## config.mk

```make
export PLATFORM = sky130hd
export DESIGN_NAME = cache_mem_responder
export DESIGN_NICKNAME = d
export VERILOG_FILES = /design/src/rtl/cpu_types_pkg.sv /design/src/rtl/cmr_starve_ctr.sv /design/src/rtl/cache_mem_responder.sv
export SDC_FILE = /design/constraint.sdc
export NUM_CORES = 1
export LEC_CHECK = 0
export BUFFER_PORTS_ARGS = -buffer_cell sky130_fd_sc_hd__buf_2
export CORE_AREA = 2 2 104 106
export CTS_CLUSTER_SIZE = 12
export DETAILED_ROUTE_END_ITERATION = 10
export DIE_AREA = 0 0 106 108
export GPL_TIMING_DRIVEN = 0
export PLACE_DENSITY = 0.53
export SYNTH_ARGS = -nofsm -noshare
export SYNTH_HDL_FRONTEND = slang
export SYNTH_SLANG_ARGS = --single-unit
export TNS_END_PERCENT = 10
```

## constraint.sdc

```tcl
create_clock -name CLK -period 2.99 [get_ports CLK]
set_clock_uncertainty 0.1 [all_clocks]
set_input_delay 0.1495 -clock CLK [delete_from_list [all_inputs] [get_ports CLK]]
set_output_delay 0.1495 -clock CLK [all_outputs]
set_load 0.03 [all_outputs]
```

## src/rtl/cpu_types_pkg.sv

```systemverilog
// Shared types for the cache/memory request protocol.
package cpu_types_pkg;

    // Status reported by the RAM model on every cycle.
    typedef enum logic [1:0] {
        FREE   = 2'd0,
        BUSY   = 2'd1,
        ACCESS = 2'd2,
        ERROR  = 2'd3
    } ramstate_t;

    // Memory-side arbiter states.
    typedef enum logic [1:0] {
        IDLE,
        IGRANT,
        DGRANT
    } arb_state_t;

    // Load value handed back when the RAM flags an access error.
    localparam logic [31:0] ERR_WORD_DEFAULT = 32'hBAD1BAD1;

endpackage

```

## src/rtl/cmr_starve_ctr.sv

```systemverilog
// Saturating count of data completions seen while an instruction fetch waits.
module cmr_starve_ctr #(
    parameter int unsigned LIMIT = 4,
    parameter int unsigned CNT_W = 3
) (
    input  logic CLK,
    input  logic nRST,
    input  logic inc,
    input  logic clr,
    output logic limit_reached
);

    logic [CNT_W-1:0] cnt;

    assign limit_reached = (cnt >= CNT_W'(LIMIT));

    // Clear has priority; increment holds once the limit is reached.
    always_ff @(posedge CLK) begin
        if (!nRST) begin
            cnt <= '0;
        end else if (clr) begin
            cnt <= '0;
        end else if (inc && !limit_reached) begin
            cnt <= cnt + 1'b1;
        end
    end

endmodule

```

## src/rtl/cache_mem_responder.sv

```systemverilog
// Memory-side responder: arbitrates icache/dcache requests onto one RAM port.
module cache_mem_responder
    import cpu_types_pkg::*;
#(
    parameter int unsigned       ADDR_W       = 32,
    parameter int unsigned       WORD_W       = 32,
    parameter int unsigned       STARVE_LIMIT = 4,
    parameter logic [WORD_W-1:0] ERR_WORD     = WORD_W'(ERR_WORD_DEFAULT)
) (
    input  logic              CLK,
    input  logic              nRST,
    input  logic              iREN,
    input  logic [ADDR_W-1:0] iaddr,
    output logic              iwait,
    output logic [WORD_W-1:0] iload,
    input  logic              dREN,
    input  logic              dWEN,
    input  logic [ADDR_W-1:0] daddr,
    input  logic [WORD_W-1:0] dstore,
    output logic              dwait,
    output logic [WORD_W-1:0] dload,
    output logic              ramREN,
    output logic              ramWEN,
    output logic [ADDR_W-1:0] ramaddr,
    output logic [WORD_W-1:0] ramstore,
    input  logic [WORD_W-1:0] ramload,
    input  logic [1:0]        ramstate,
    output logic              mem_err
);

    localparam int unsigned CNT_W = (STARVE_LIMIT < 1) ? 1 : $clog2(STARVE_LIMIT + 1);

    arb_state_t state, next_state;
    ramstate_t  rs;
    logic       dreq;
    logic       ram_done;
    logic       i_done;
    logic       d_done;
    logic       limit_reached;

    assign rs       = ramstate_t'(ramstate);
    assign dreq     = dREN | dWEN;
    assign ram_done = (rs == ACCESS) || (rs == ERROR);

    cmr_starve_ctr #(
        .LIMIT (STARVE_LIMIT),
        .CNT_W (CNT_W)
    ) u_starve (
        .CLK           (CLK),
        .nRST          (nRST),
        .inc           (d_done & iREN),
        .clr           (i_done | ~iREN),
        .limit_reached (limit_reached)
    );

    // Arbiter state register.
    always_ff @(posedge CLK) begin
        if (!nRST) begin
            state <= IDLE;
        end else begin
            state <= next_state;
        end
    end

    // Arbitration, RAM port muxing and completion signalling.
    always_comb begin
        next_state = state;
        iwait      = 1'b1;
        dwait      = 1'b1;
        iload      = '0;
        dload      = '0;
        ramREN     = 1'b0;
        ramWEN     = 1'b0;
        ramaddr    = '0;
        ramstore   = '0;
        mem_err    = 1'b0;
        i_done     = 1'b0;
        d_done     = 1'b0;
        case (state)
            IDLE: begin
                if (dreq && (!iREN || !limit_reached)) begin
                    next_state = DGRANT;
                end else if (iREN) begin
                    next_state = IGRANT;
                end
            end
            IGRANT: begin
                if (!iREN) begin
                    next_state = IDLE;
                end else begin
                    ramREN  = 1'b1;
                    ramaddr = iaddr;
                    if (ram_done) begin
                        iwait      = 1'b0;
                        i_done     = 1'b1;
                        next_state = IDLE;
                        if (rs == ERROR) begin
                            iload   = ERR_WORD;
                            mem_err = 1'b1;
                        end else begin
                            iload = ramload;
                        end
                    end
                end
            end
            DGRANT: begin
                if (!dreq) begin
                    next_state = IDLE;
                end else begin
                    ramaddr = daddr;
                    if (dWEN) begin
                        ramWEN   = 1'b1;
                        ramstore = dstore;
                    end else begin
                        ramREN = 1'b1;
                    end
                    if (ram_done) begin
                        dwait      = 1'b0;
                        d_done     = 1'b1;
                        next_state = IDLE;
                        if (rs == ERROR) begin
                            mem_err = 1'b1;
                            if (!dWEN) dload = ERR_WORD;
                        end else if (!dWEN) begin
                            dload = ramload;
                        end
                    end
                end
            end
            default: next_state = IDLE;
        endcase
    end

endmodule

```

==> summary.txt <==
Critical path
  • CP endpoint kind: primary output
  • Setup Crit Path Kind: reg -> out
  • Worst path cell trace: inv_1 -> ha_1 -> buf_6 -> and3b_2 -> nand2_1 -> buf_4 -> nor2_1 -> buf_2
  • Worst stage delay on the critical path: 370 ps
  • Buf/Inv on CP: 4
  • Required time of the critical path: 2740 ps
  • Critical Path Fanout Max: 10
  • Startpoint Class: flop
  • Worst-path cell with the longest stage delay: dfxtp_1
  • CP delay by family, top: buffers and inverters
  • WP data arrival: 1850 ps

Final layout
  • Final design utilization: 0.3106
  • Share of layout cells above drive strength 1: 0.5379
  • Final nets: 683
  • Fill count: 1,146
  • Synth-to-Final Area Change: 94.49%

Synthesis
  • Synth top cells by count: nor2_1 (85), a22oi_1 (32), and3_1 (32), nor2b_1 (32), nand2_1 (21)
  • Warnings, synthesis: 0
  • Largest family of logic cells by synthesized area: simple AND/OR/NAND/NOR gates
  • Complex-gate fraction of the synthesized area: 0.2167
  • EDFF count, synth: 0
  • Mapped cell area: 1634 um^2
  • Xor/xnor share of the synthesized area: 0
  • Seq cells post-synth: 5
  • Sequential share of the synthesized area: 0.06126
  • Top_reg_cell synth: dfxtp_1
  • Post-Synth Simple-Gate Area: 0.5383
  • Ranking of synthesized cells by area: nor2_1 (20%), a22oi_1 (15%), and3_1 (12%)
  • Post-synth top area share: 0.1953
  • Synthesized instance count: 272
  • Async set-reset flop share out of synthesis: 0
  • Adder-cell share of the synthesized area: 0.04594
  • Syn nets: 413
  • Mux cell area share after synthesis: 0
  • Yosys top cell by area: nor2_1
  • Yosys cell types: 31
  • Syn_area_per_cell: 6.008 um^2
  • Most frequent cell after synthesis: nor2_1

Placed design
  • I/O Buffers: 265
  • Hpwl dp: 7328 um
  • GP Congestion: 0.8049
  • Setup Slack @ Placement: 1071 ps

Route
  • Remaining DRCs: 0
  • Routed Antenna Nets: 0
  • Routed vias: 2,833
  • Pre-Repair DR Iteration Count: 5
  • 1st-iter DRT viols: 153
  • Total Wirelength: 8633 um
  • Mean number of vias per cell: 4.178
  • Routed wire per std cell: 12.73 um

Floorplan
  • Die width: 106 um
  • Die Y: 108 um
  • I/O pin total: 268
  • Initial Utilization: 0.1597
  • CORE AREA: 10,230 um^2
  • Floorplan row count: 37
  • Die ar.: 11,450 um^2

Power
  • Pwr Density: 193.8 nW/um^2
  • Leak Pwr: 1.999 nW
  • Peak supply drop: 0.00008361 V
  • Total power: 0.0006159 W

Clock network
  • Post-CTS Setup Bufs: 0
  • Hold buffer count at CTS: 0
  • CTS Buf Count: 3
  • H-tree Lvls: 1
  • CTS clock-pin slew for the worst setup and hold paths: 30 ps
  • Clock buffer depth: 2
  • Worst-skew pair later-pin latency: 220 ps
  • CTS tree: done
  • Root buffer cell: clkbuf_8
  • Post_cts resized: 0
  • Sink Count: 5

Timing
  • Setup total negative slack: 0 ps
  • Fin crit period: 2100 ps
  • Ratio of final minimum period to clock period: 0.7023
  • Worst Max-Slew Pin Slew: 449.4 ps
  • Slew Limit Headroom: 0.7004
  • Achievable Freq: 0.4762 GHz
  • Hold WS: 142.4 ps
  • Final hold vios: 0
  • Setup ws final: 890.2 ps
  • RSZ-0062 raised after global routing: false
  • Fin. max-slew vios: 0
  • Final setup violating endpoints: 0

Global route
  • Largest net degree at the start of global routing: 11
  • GRT Total Usage: 0.1293
  • Antenna violations before repair: 1
  • First-pass GRT wire length: 12,300 um
  • Vias in the first global route: 2,549
  • Gr ovfl total: 0

Status
  • Status: finished, final reports clean

Flow run
  • Max Cap Viol: 0

Hold path
  • Hold Path Class: in -> reg
cell type report:
class / count / area [um^2] / share of cell area
Inverter: 4 / 15.01 / 0.004724
Clock buffer: 4 / 45.04 / 0.01417
Tap cell: 136 / 170.2 / 0.05354
Buffer: 30 / 210.2 / 0.06614
Timing Repair Buffer: 265 / 1326 / 0.4173
Antenna cell: 1 / 2.502 / 0.0007874
Multi-Input combinational cell: 233 / 1309 / 0.4118
Sequential cell: 5 / 100.1 / 0.03150
worst reg2reg max path, cell delays in order, from the launching register on:
cell and delay [ps]:
dfxtp_1 370, inv_1 80, ha_1 230, o21a_1 110
buf_4 160, a211oi_1 300, o21ai_0 150
kinds of logic after synthesis:
| logic type | count (synthesis) |
|---|---|
| AO/OA/AOI/OAI | 46 |
| AND/OR/NAND/NOR | 181 |
| buffers and inverters | 34 |
| adder cells (fa/ha/maj) | 6 |
| flip-flops | 5 |
cell usage in the layout, fill, tap and decap left out, drive strengths merged:
cell       n
nor2      85
dfxtp      5
nor4bb     1
and2       3
o2111ai    1
nor2b     32
a21oi      2
a211o      1
ha         6
a41oi      1
o2111a     1
inv        4
buf      286
or3        1
a211oi     1
a22oi     32
nor4b      1
o22ai      1
and3b      1
or3b       1
o21ai      4
nand3      1
nand3b     1
clkbuf    13
diode      1
o21a       2
and3      32
nand2     22
state kept, by name (all words and copies together) (netlist names):
name	count
state	2
u_starve.cnt	3
routing by layer:
metal  vias to the layer above  global-route usage  part of all wire
li1                       1456                   -                 -
met5                         -                   0                 0
met1                      1273              0.1530              0.41
met4                         0             0.01974            0.0049
met3                         2             0.01869             0.058
met2                       102              0.2507              0.53
stage by stage:
step | cell area [um^2] | cells
finish | 3178 | 678
global route | 3178 | 678
CTS | 3176 | 677
detailed placement | 3131 | 673
global placement | 3131 | 673
floorplan | 1634 | 272
path summary, 6_finish.rpt:
check	startpoint	to	slack [ps]	depth (start not counted)
setup reg to reg	state[0]	state[1]	1360	6
hold reg to reg	u_starve.cnt[1]	u_starve.cnt[1]	400	2
setup / recovery	state[0]	dload[28]	890	8
hold / removal	nRST	state[1]	140	3
where the power goes:
| part | switching (W) | internal (W) |
|---|---|---|
| Sequential | 0.00000228 | 0.0000694 |
| Combinational | 0.000249 | 0.000174 |
| Clock | 0.0000298 | 0.0000912 |
(Power assumes the default switching activity.)
